### config.mk
export PLATFORM = sky130hd
export DESIGN_NAME = pipe_chain
export DESIGN_NICKNAME = d
export VERILOG_FILES = /design/src/rtl/pipe_pkg.sv /design/src/rtl/pipe_stage.sv /design/src/rtl/pipe_chain.sv
export SDC_FILE = /design/constraint.sdc
export NUM_CORES = 1
export LEC_CHECK = 0
export BUFFER_PORTS_ARGS = -buffer_cell sky130_fd_sc_hd__buf_2
export CORE_MARGIN = 10
export CORE_UTILIZATION = 50
export CTS_BUF_LIST = sky130_fd_sc_hd__clkbuf_2
export CTS_CLUSTER_SIZE = 16
export DETAILED_ROUTE_END_ITERATION = 16
export PLACE_DENSITY = 0.82
export SETUP_SLACK_MARGIN = 0.2
export SYNTH_ARGS = -nofsm -noshare
export SYNTH_HDL_FRONTEND = slang
export SYNTH_HIERARCHICAL = 1
export SYNTH_SLANG_ARGS = --single-unit
export TNS_END_PERCENT = 20
### constraint.sdc
create_clock -name clk_i -period 2.05 [get_ports clk_i]
set_clock_uncertainty 0.05 [all_clocks]
set_input_delay 0.205 -clock clk_i [delete_from_list [all_inputs] [get_ports clk_i]]
set_output_delay 0.205 -clock clk_i [all_outputs]
set_load 0.01 [all_outputs]
### src/rtl/pipe_pkg.sv
// Shared definitions for the pipe_chain stage-register backbone.
//   - stage_idx_w(): width of a stage index (at least 1 bit)
//   - PERF_CNT_W:    width of the optional performance counters
//   - RST_PAYLOAD_BIT: value every payload bit takes on reset, flush or bubble
package pipe_pkg;

    localparam int   PERF_CNT_W      = 32;
    localparam logic RST_PAYLOAD_BIT = 1'b0;

    function automatic int stage_idx_w(input int depth);
        return (depth > 1) ? $clog2(depth) : 1;
    endfunction

endpackage

### src/rtl/pipe_stage.sv
// One valid+payload slot of the pipe_chain.
// Update priority on each rising edge: flush, then hold, then load.
// A load from a source stage that is itself held becomes a bubble, so an
// item can never be in two stages at once.
// Ports:
//   clk_i        clock
//   rst_i        asynchronous active-low reset (clears valid and payload)
//   flush_i      turn this stage into a bubble
//   hold_i       keep current contents
//   src_valid_i  valid bit of the upstream source
//   src_data_i   payload of the upstream source
//   src_held_i   upstream source is holding its item this cycle
//   valid_o      stage valid bit
//   data_o       stage payload
module pipe_stage
    import pipe_pkg::*;
#(
    parameter int WIDTH = 32
) (
    input  logic             clk_i,
    input  logic             rst_i,
    input  logic             flush_i,
    input  logic             hold_i,
    input  logic             src_valid_i,
    input  logic [WIDTH-1:0] src_data_i,
    input  logic             src_held_i,
    output logic             valid_o,
    output logic [WIDTH-1:0] data_o
);

    logic             valid_q, valid_d;
    logic [WIDTH-1:0] data_q,  data_d;

    always_comb begin
        valid_d = valid_q;
        data_d  = data_q;
        if (flush_i) begin
            valid_d = 1'b0;
            data_d  = {WIDTH{RST_PAYLOAD_BIT}};
        end else if (!hold_i) begin
            if (src_held_i) begin
                // Source keeps its item, so only a bubble moves forward.
                valid_d = 1'b0;
                data_d  = {WIDTH{RST_PAYLOAD_BIT}};
            end else begin
                valid_d = src_valid_i;
                data_d  = src_data_i;
            end
        end
    end

    always_ff @(posedge clk_i or negedge rst_i) begin
        if (!rst_i) begin
            valid_q <= 1'b0;
            data_q  <= {WIDTH{RST_PAYLOAD_BIT}};
        end else begin
            valid_q <= valid_d;
            data_q  <= data_d;
        end
    end

    assign valid_o = valid_q;
    assign data_o  = data_q;

endmodule

### src/rtl/pipe_chain.sv
// Elastic pipeline-register chain: DEPTH stages of WIDTH-bit payload with
// per-stage stall/flush, bubble collapsing and valid/ready at both ends.
// Stage 0 is the youngest, stage DEPTH-1 the oldest and drives the output.
// Optional build macro PIPE_CHAIN_PERF_EN adds perf_xfer_o/perf_stall_o.
// Ports:
//   clk_i          clock
//   rst_i          asynchronous active-low reset
//   in_valid_i     upstream item present
//   in_data_i      upstream payload
//   in_ready_o     stage 0 accepts this cycle
//   out_valid_o    oldest stage holds a valid item
//   out_data_o     oldest stage payload
//   out_ready_i    downstream consumes the item this cycle
//   stall_i        bit k holds stage k
//   flush_i        bit k makes stage k a bubble at the next edge
//   stage_valid_o  valid bit of each stage
//   stage_data_o   payload of stage k at [k*WIDTH +: WIDTH]
//   perf_xfer_o    (PIPE_CHAIN_PERF_EN) number of output transfers, wrapping
//   perf_stall_o   (PIPE_CHAIN_PERF_EN) cycles with input presented but refused
module pipe_chain
    import pipe_pkg::*;
#(
    parameter int WIDTH = 32,
    parameter int DEPTH = 4
) (
    input  logic                   clk_i,
    input  logic                   rst_i,
    input  logic                   in_valid_i,
    input  logic [WIDTH-1:0]       in_data_i,
    output logic                   in_ready_o,
    output logic                   out_valid_o,
    output logic [WIDTH-1:0]       out_data_o,
    input  logic                   out_ready_i,
    input  logic [DEPTH-1:0]       stall_i,
    input  logic [DEPTH-1:0]       flush_i,
    output logic [DEPTH-1:0]       stage_valid_o,
    output logic [DEPTH*WIDTH-1:0] stage_data_o
`ifdef PIPE_CHAIN_PERF_EN
    ,
    output logic [PERF_CNT_W-1:0]  perf_xfer_o,
    output logic [PERF_CNT_W-1:0]  perf_stall_o
`endif
);

    localparam int               IDX_W   = stage_idx_w(DEPTH);
    localparam logic [IDX_W-1:0] OUT_IDX = IDX_W'(DEPTH - 1);

    logic [DEPTH-1:0]            stage_v;
    logic [DEPTH-1:0][WIDTH-1:0] stage_d;
    logic [DEPTH-1:0]            hold;

    // Hold propagates upstream only through valid stages, so an empty stage
    // always absorbs the item behind it and bubbles get squeezed out.
    always_comb begin
        hold          = '0;
        hold[DEPTH-1] = stall_i[DEPTH-1] | (stage_v[DEPTH-1] & ~out_ready_i);
        for (int k = DEPTH - 2; k >= 0; k--) begin
            hold[k] = stall_i[k] | (stage_v[k] & hold[k+1]);
        end
    end

    for (genvar k = 0; k < DEPTH; k++) begin : g_stage
        logic             src_valid;
        logic [WIDTH-1:0] src_data;
        logic             src_held;

        if (k == 0) begin : g_head
            assign src_valid = in_valid_i;
            assign src_data  = in_data_i;
            assign src_held  = 1'b0;
        end else begin : g_body
            assign src_valid = stage_v[k-1];
            assign src_data  = stage_d[k-1];
            assign src_held  = hold[k-1];
        end

        pipe_stage #(
            .WIDTH(WIDTH)
        ) u_stage (
            .clk_i      (clk_i),
            .rst_i      (rst_i),
            .flush_i    (flush_i[k]),
            .hold_i     (hold[k]),
            .src_valid_i(src_valid),
            .src_data_i (src_data),
            .src_held_i (src_held),
            .valid_o    (stage_v[k]),
            .data_o     (stage_d[k])
        );
    end

    assign in_ready_o    = ~hold[0];
    assign out_valid_o   = stage_v[OUT_IDX];
    assign out_data_o    = stage_d[OUT_IDX];
    assign stage_valid_o = stage_v;
    assign stage_data_o  = stage_d;

`ifdef PIPE_CHAIN_PERF_EN
    logic                  out_xfer;
    logic                  in_blocked;
    logic [PERF_CNT_W-1:0] perf_xfer_q,  perf_xfer_d;
    logic [PERF_CNT_W-1:0] perf_stall_q, perf_stall_d;

    assign out_xfer   = out_valid_o & out_ready_i & ~stall_i[DEPTH-1];
    assign in_blocked = in_valid_i & ~in_ready_o;

    // Counters wrap naturally at the counter width.
    always_comb begin
        perf_xfer_d  = perf_xfer_q  + {{(PERF_CNT_W-1){1'b0}}, out_xfer};
        perf_stall_d = perf_stall_q + {{(PERF_CNT_W-1){1'b0}}, in_blocked};
    end

    always_ff @(posedge clk_i or negedge rst_i) begin
        if (!rst_i) begin
            perf_xfer_q  <= '0;
            perf_stall_q <= '0;
        end else begin
            perf_xfer_q  <= perf_xfer_d;
            perf_stall_q <= perf_stall_d;
        end
    end

    assign perf_xfer_o  = perf_xfer_q;
    assign perf_stall_o = perf_stall_q;
`endif

endmodule

* After elaboration in Yosys (flattened, before gate mapping)
Index checks and enable logic that the tools add are counted. W data, S select, Z words.
Word-level totals: bits of input ports 44, bits in registers 132, output and inout bits 166, logic and storage cells 44
Cells by class: eq/ne operators 4, mux-type cells 22, bitwise gates (word level) 10
Operators by type and width (number):
- $mux W32 | 11
- $mux W1 | 11
- $ne A2 B2 Y1 const B | 4
- $and A1 B1 Y1 | 4
- $or A1 B1 Y1 | 4
- $not A1 Y1 | 2

* Longest topological paths before layout
depth after elaboration 12, gate-level depth with buffers 7, depth with buffers taken out 5

* By module
Netlist, hierarchy kept.
Modules (own cells, without submodules):
- pipe_stage | area each 1266.2 µm², times used 4, seq. area each 825.8 µm², cells each 79
- pipe_chain | area each 340.3 µm², times used 1, seq. area each 0.0 µm², cells each 46

* Worst setup path before layout
No wires, ideal clock.
path kind flip-flop to flip-flop, start register g_stage[2].u_stage.valid_q, end register g_stage[0].u_stage.data_q[0], cell stages (with the launch flop) 8, data required time 1.878 ns, setup time 0.122 ns, arrival time 1.437 ns, path buffers 2, path slack 0.441 ns, clock period less this slack 1.609 ns, cells stage by stage dfrtp_1 a21oi_2 nand2_2 a31o_1 nor2b_1 buf_6 buf_6 a32o_1
Between the ends: longest elaborated chain between the ends 7
Ends and longest elaborated chain:
- start: declaration | RTL line pipe_stage.sv:31 | logic valid_q, valid_d;
- start signal: assignment | RTL line pipe_stage.sv:57 | valid_q <= valid_d;
- $and A1 B1 Y1 | RTL line pipe_chain.sv:58 | hold[k] = stall_i[k] | (stage_v[k] & hold[k+1]);
- $or A1 B1 Y1 | RTL line pipe_chain.sv:58
- named net g_stage[3].src_held | RTL line pipe_chain.sv:65 | logic src_held;
- $and A1 B1 Y1 | RTL line pipe_chain.sv:58
- $or A1 B1 Y1 | RTL line pipe_chain.sv:58
- $and A1 B1 Y1 | RTL line pipe_chain.sv:58
- $or A1 B1 Y1 | RTL line pipe_chain.sv:58
- named net g_stage[1].src_held | RTL line pipe_chain.sv:65
- $ne A2 B2 Y1 (no line)
- end signal: assignment | RTL line pipe_stage.sv:55 | data_q <= {WIDTH{RST_PAYLOAD_BIT}};
- end signal: assignment | RTL line pipe_stage.sv:58 | data_q <= data_d;
- end: declaration | RTL line pipe_stage.sv:32 | logic [WIDTH-1:0] data_q, data_d;
The timed path passes the listed nets, and every way through them passes these cells. A chain may end at the register's enable or synchronous reset.

* Worst setup path after layout
start register g_stage[2].u_stage.valid_q, end output port in_ready_o
Between the ends: longest elaborated chain between the ends 7
Ends and longest elaborated chain:
- $and A1 B1 Y1 | RTL line pipe_chain.sv:58
- $or A1 B1 Y1 | RTL line pipe_chain.sv:58
- named net g_stage[3].src_held | RTL line pipe_chain.sv:65
- $and A1 B1 Y1 | RTL line pipe_chain.sv:58
- $or A1 B1 Y1 | RTL line pipe_chain.sv:58
- $and A1 B1 Y1 | RTL line pipe_chain.sv:58
- $or A1 B1 Y1 | RTL line pipe_chain.sv:58
- $not A1 Y1 | RTL line pipe_chain.sv:92 | assign in_ready_o = ~hold[0];
- end: declaration | RTL line pipe_chain.sv:30 | output logic in_ready_o,
The timed path passes the listed nets, and every way through them passes these cells.

==> results by group <==
Status
  – Status: completed

Synthesis
  – Largest family of logic cells by synthesized area: compound AO/OA/AOI/OAI gates
  – Register area share after synthesis: 61.1%
  – Synthesized net count: 406
  – Cell variety after synth: 16
  – Share of the synthesized area in the top cell type: 61.1%
  – Post-synthesis compound-gate area fraction: 25.3%
  – Post-synthesis xor/xnor area fraction: 0%
  – EDFF count, synth: 0
  – Synth top area cells: dfrtp_1 61%, a32o_1 24%, buf_6 5.8%
  – Synth warnings: 6
  – Mapped Cells: 362
  – Mean Syn Cell Area: 14.9 um2
  – Synthesis-stage register bit count: 132
  – Yosys top cell by area: dfrtp_1
  – Async SR Flop Fraction: 100%
  – Most instantiated cells after synthesis: 132 x a32o_1, 132 x dfrtp_1, 36 x buf_4
  – Mux cell area share after synthesis: 0%
  – Synth Area in Simple Gates: 1.18%
  – Post-Synth Adder-Cell Area: 0%
  – Most used flip-flop cell after synthesis: dfrtp_1
  – Syn Std Cell Area: 0.00541 mm2

Clock network
  – Inserted Clock Buffers: 17
  – H-tree Lvls: 4
  – Number of clock sinks: 132
  – Root buf cell: clkbuf_2
  – CTS Buffer Depth: 2
  – TritonCTS clock tree: built
  – Clk Latency, worst-skew pair: 0.67 ns
  – Clock transition at the registers of the reported paths: 0.19 ns

Floorplanning
  – # rows: 37
  – Starting density of the core: 51.9%
  – IO Pins: 210
  – Die height: 124 um
  – Die footprint: 0.0154 mm2
  – Area of the core: 0.0104 mm2
  – Chip width: 124 um

STA
  – Final worst slack: 0.0261 ns
  – Period utilisation layout: 98.7%
  – Final hold viol count: 0
  – Max Freq: 0.494 GHz
  – RSZ-0062 raised after global routing: yes
  – Tmin final: 2.02 ns
  – Final setup violation count: 0
  – Worst slew pin tran: 0.565 ns
  – Max Slew Vio Count: 0
  – Worst rel slew slack: 62.2%

Power
  – Peak supply drop: 0.389 mV
  – Leakage power: 0.00373 uW
  – Pwr/cell area: 694 mW/mm2
  – Total Power: 4850 uW

Placement
  – Port Buffer Count: 209
  – Placer congestion estimate: 0.832
  – DP Area: 0.00621 mm2
  – Dpl ws: -0.0844 ns
  – HPWL Detailed: 12200 um
  – Placed instance count: 653

Cells and area
  – Register area: 0.00330 mm2
  – Fillers: 767
  – Post-route cell area: 0.00699 mm2
  – Final core occ: 67.1%
  – Share of layout cells above drive strength 1: 46.9%
  – Area Growth Syn to Fin: 29.3%
  – Fin cells: 730
  – Multi-input logic area: 0.00149 mm2
  – Nets: 624

Worst setup path
  – Worst EP required: 1.79 ns
  – Setup crit end kind: output port
  – Crit Path Max Fanout: 4
  – Crit path DAT: 1.77 ns
  – Crit path launch type: register
  – Critical path class: register to output port

Worst hold path
  – HP Class: input pin to register

Routing
  – Wire per inst: 23.0 um
  – Detailed Route WL: 16800 um
  – Via count: 4434
  – 1st-pass router iterations: 6
  – Via density: 6.07
  – Remaining antenna violation count: 0
  – Drt drc: 0
  – Initial DRC Count: 409

GRT
  – Pin count of the biggest net entering global routing: 52
  – Initial antenna violation count: 1
  – Global-route wire length before repair: 24900 um
  – GRT overflow: 0
  – Gr usage total: 20.9%
  – Vias in the first global route: 4491

Flow run
  – Max Cap Viol: 0
## layout make-up
| class | instances | share of cell area [%] |
|---|---|---|
| clock inverter | 13 | 2.35 |
| multi-input combinational | 150 | 21.3 |
| sequential | 132 | 47.3 |
| inverter | 5 | 0.322 |
| tap | 136 | 2.44 |
| antenna | 1 | 0.0358 |
| timing repair buffer | 274 | 24.9 |
| clock buffer | 19 | 1.36 |
## metrics by stage
step	hold slack [ns]	TNS, ns
2_1_floorplan	-0.141	0
3_3_place_gp	0.0520	0
3_5_place_dp	0.0547	-0.753
4_1_cts	0.0381	-0.0177
5_1_grt	0.0106	-0.0817
6_report	0.0578	0
## sequential cells by signal, summed over array words and instances, names as in the netlist
signal and cells:
g_stage.u_stage/data_o 128, g_stage.u_stage/valid_o 4
## worst max-delay path, cell delays in order, from the launching register on
cell and delay (ns):
dfrtp_1 0.47, a21oi_2 0.19, nand2_4 0.10, a31oi_4 0.20
buf_6 0.13
## cell usage in the layout (no fill, tap or decap), drive strengths merged
master / n
clkinv: 7
a31o: 1
inv: 4
bufinv: 4
clkbuf: 19
dlygate4sd3: 38
a21oi: 1
nand3b: 1
a31oi: 1
nand2: 1
nor2: 4
dfrtp: 132
buf: 236
a32o: 132
diode: 1
nor2b: 5
conb: 1
a21o: 3
clkinvlp: 3
## report_power, final
group	switching (uW)	total [uW]	leakage, uW	internal [uW]
sequential	34.3	2670	0.00183	2640
combinational	281	482	0.00175	202
clock	905	1690	0.000151	786
total	1220	4850	0.00373	3630
## timing repair
item / CTS / global route
pin swaps: 3 / 2
resized for setup: 6 / 8
hold buffers: 39 / 0
setup buffers: 2 / 2
endpoints found under the setup margin: 59 / 83
gates cloned: 1 / 0
hold endpoints to repair: 190 / 0
## logic make-up after synthesis
family	after synthesis
and+or+nand+nor	10
buffers and inverters	81
AOI/OAI and AO/OA	138
DFF	132
other	1
## path summary, 6_finish.rpt
path / cells past startpoint / startpoint / to / slack, ns
max: 4 / g_stage[2].u_stage/valid_o$_DFFE_PN0P_ / in_ready_o / 0.03
min: 4 / flush_i[1] / g_stage[1].u_stage/data_o[18]$_DFFE_PN0P_ / 0.06
max reg2reg: 6 / g_stage[2].u_stage/valid_o$_DFFE_PN0P_ / g_stage[1].u_stage/data_o[19]$_DFFE_PN0P_ / 0.25
min reg2reg: 1 / g_stage[3].u_stage/data_o[21]$_DFFE_PN0P_ / g_stage[3].u_stage/data_o[21]$_DFFE_PN0P_ / 0.48
max in group asynchronous: 4 / rst_i / g_stage[0].u_stage/data_o[27]$_DFFE_PN0P_ / 1.06
min in group asynchronous: 4 / rst_i / g_stage[3].u_stage/valid_o$_DFFE_PN0P_ / 0.53
## metal layers
metal | global-route usage, % | part of all wire, %
met5 | 0 | 0
met1 | 24.0 | 36
met2 | 36.6 | 51
met4 | 7.63 | 2.1
met3 | 6.06 | 11
(Power assumes the default switching activity.)
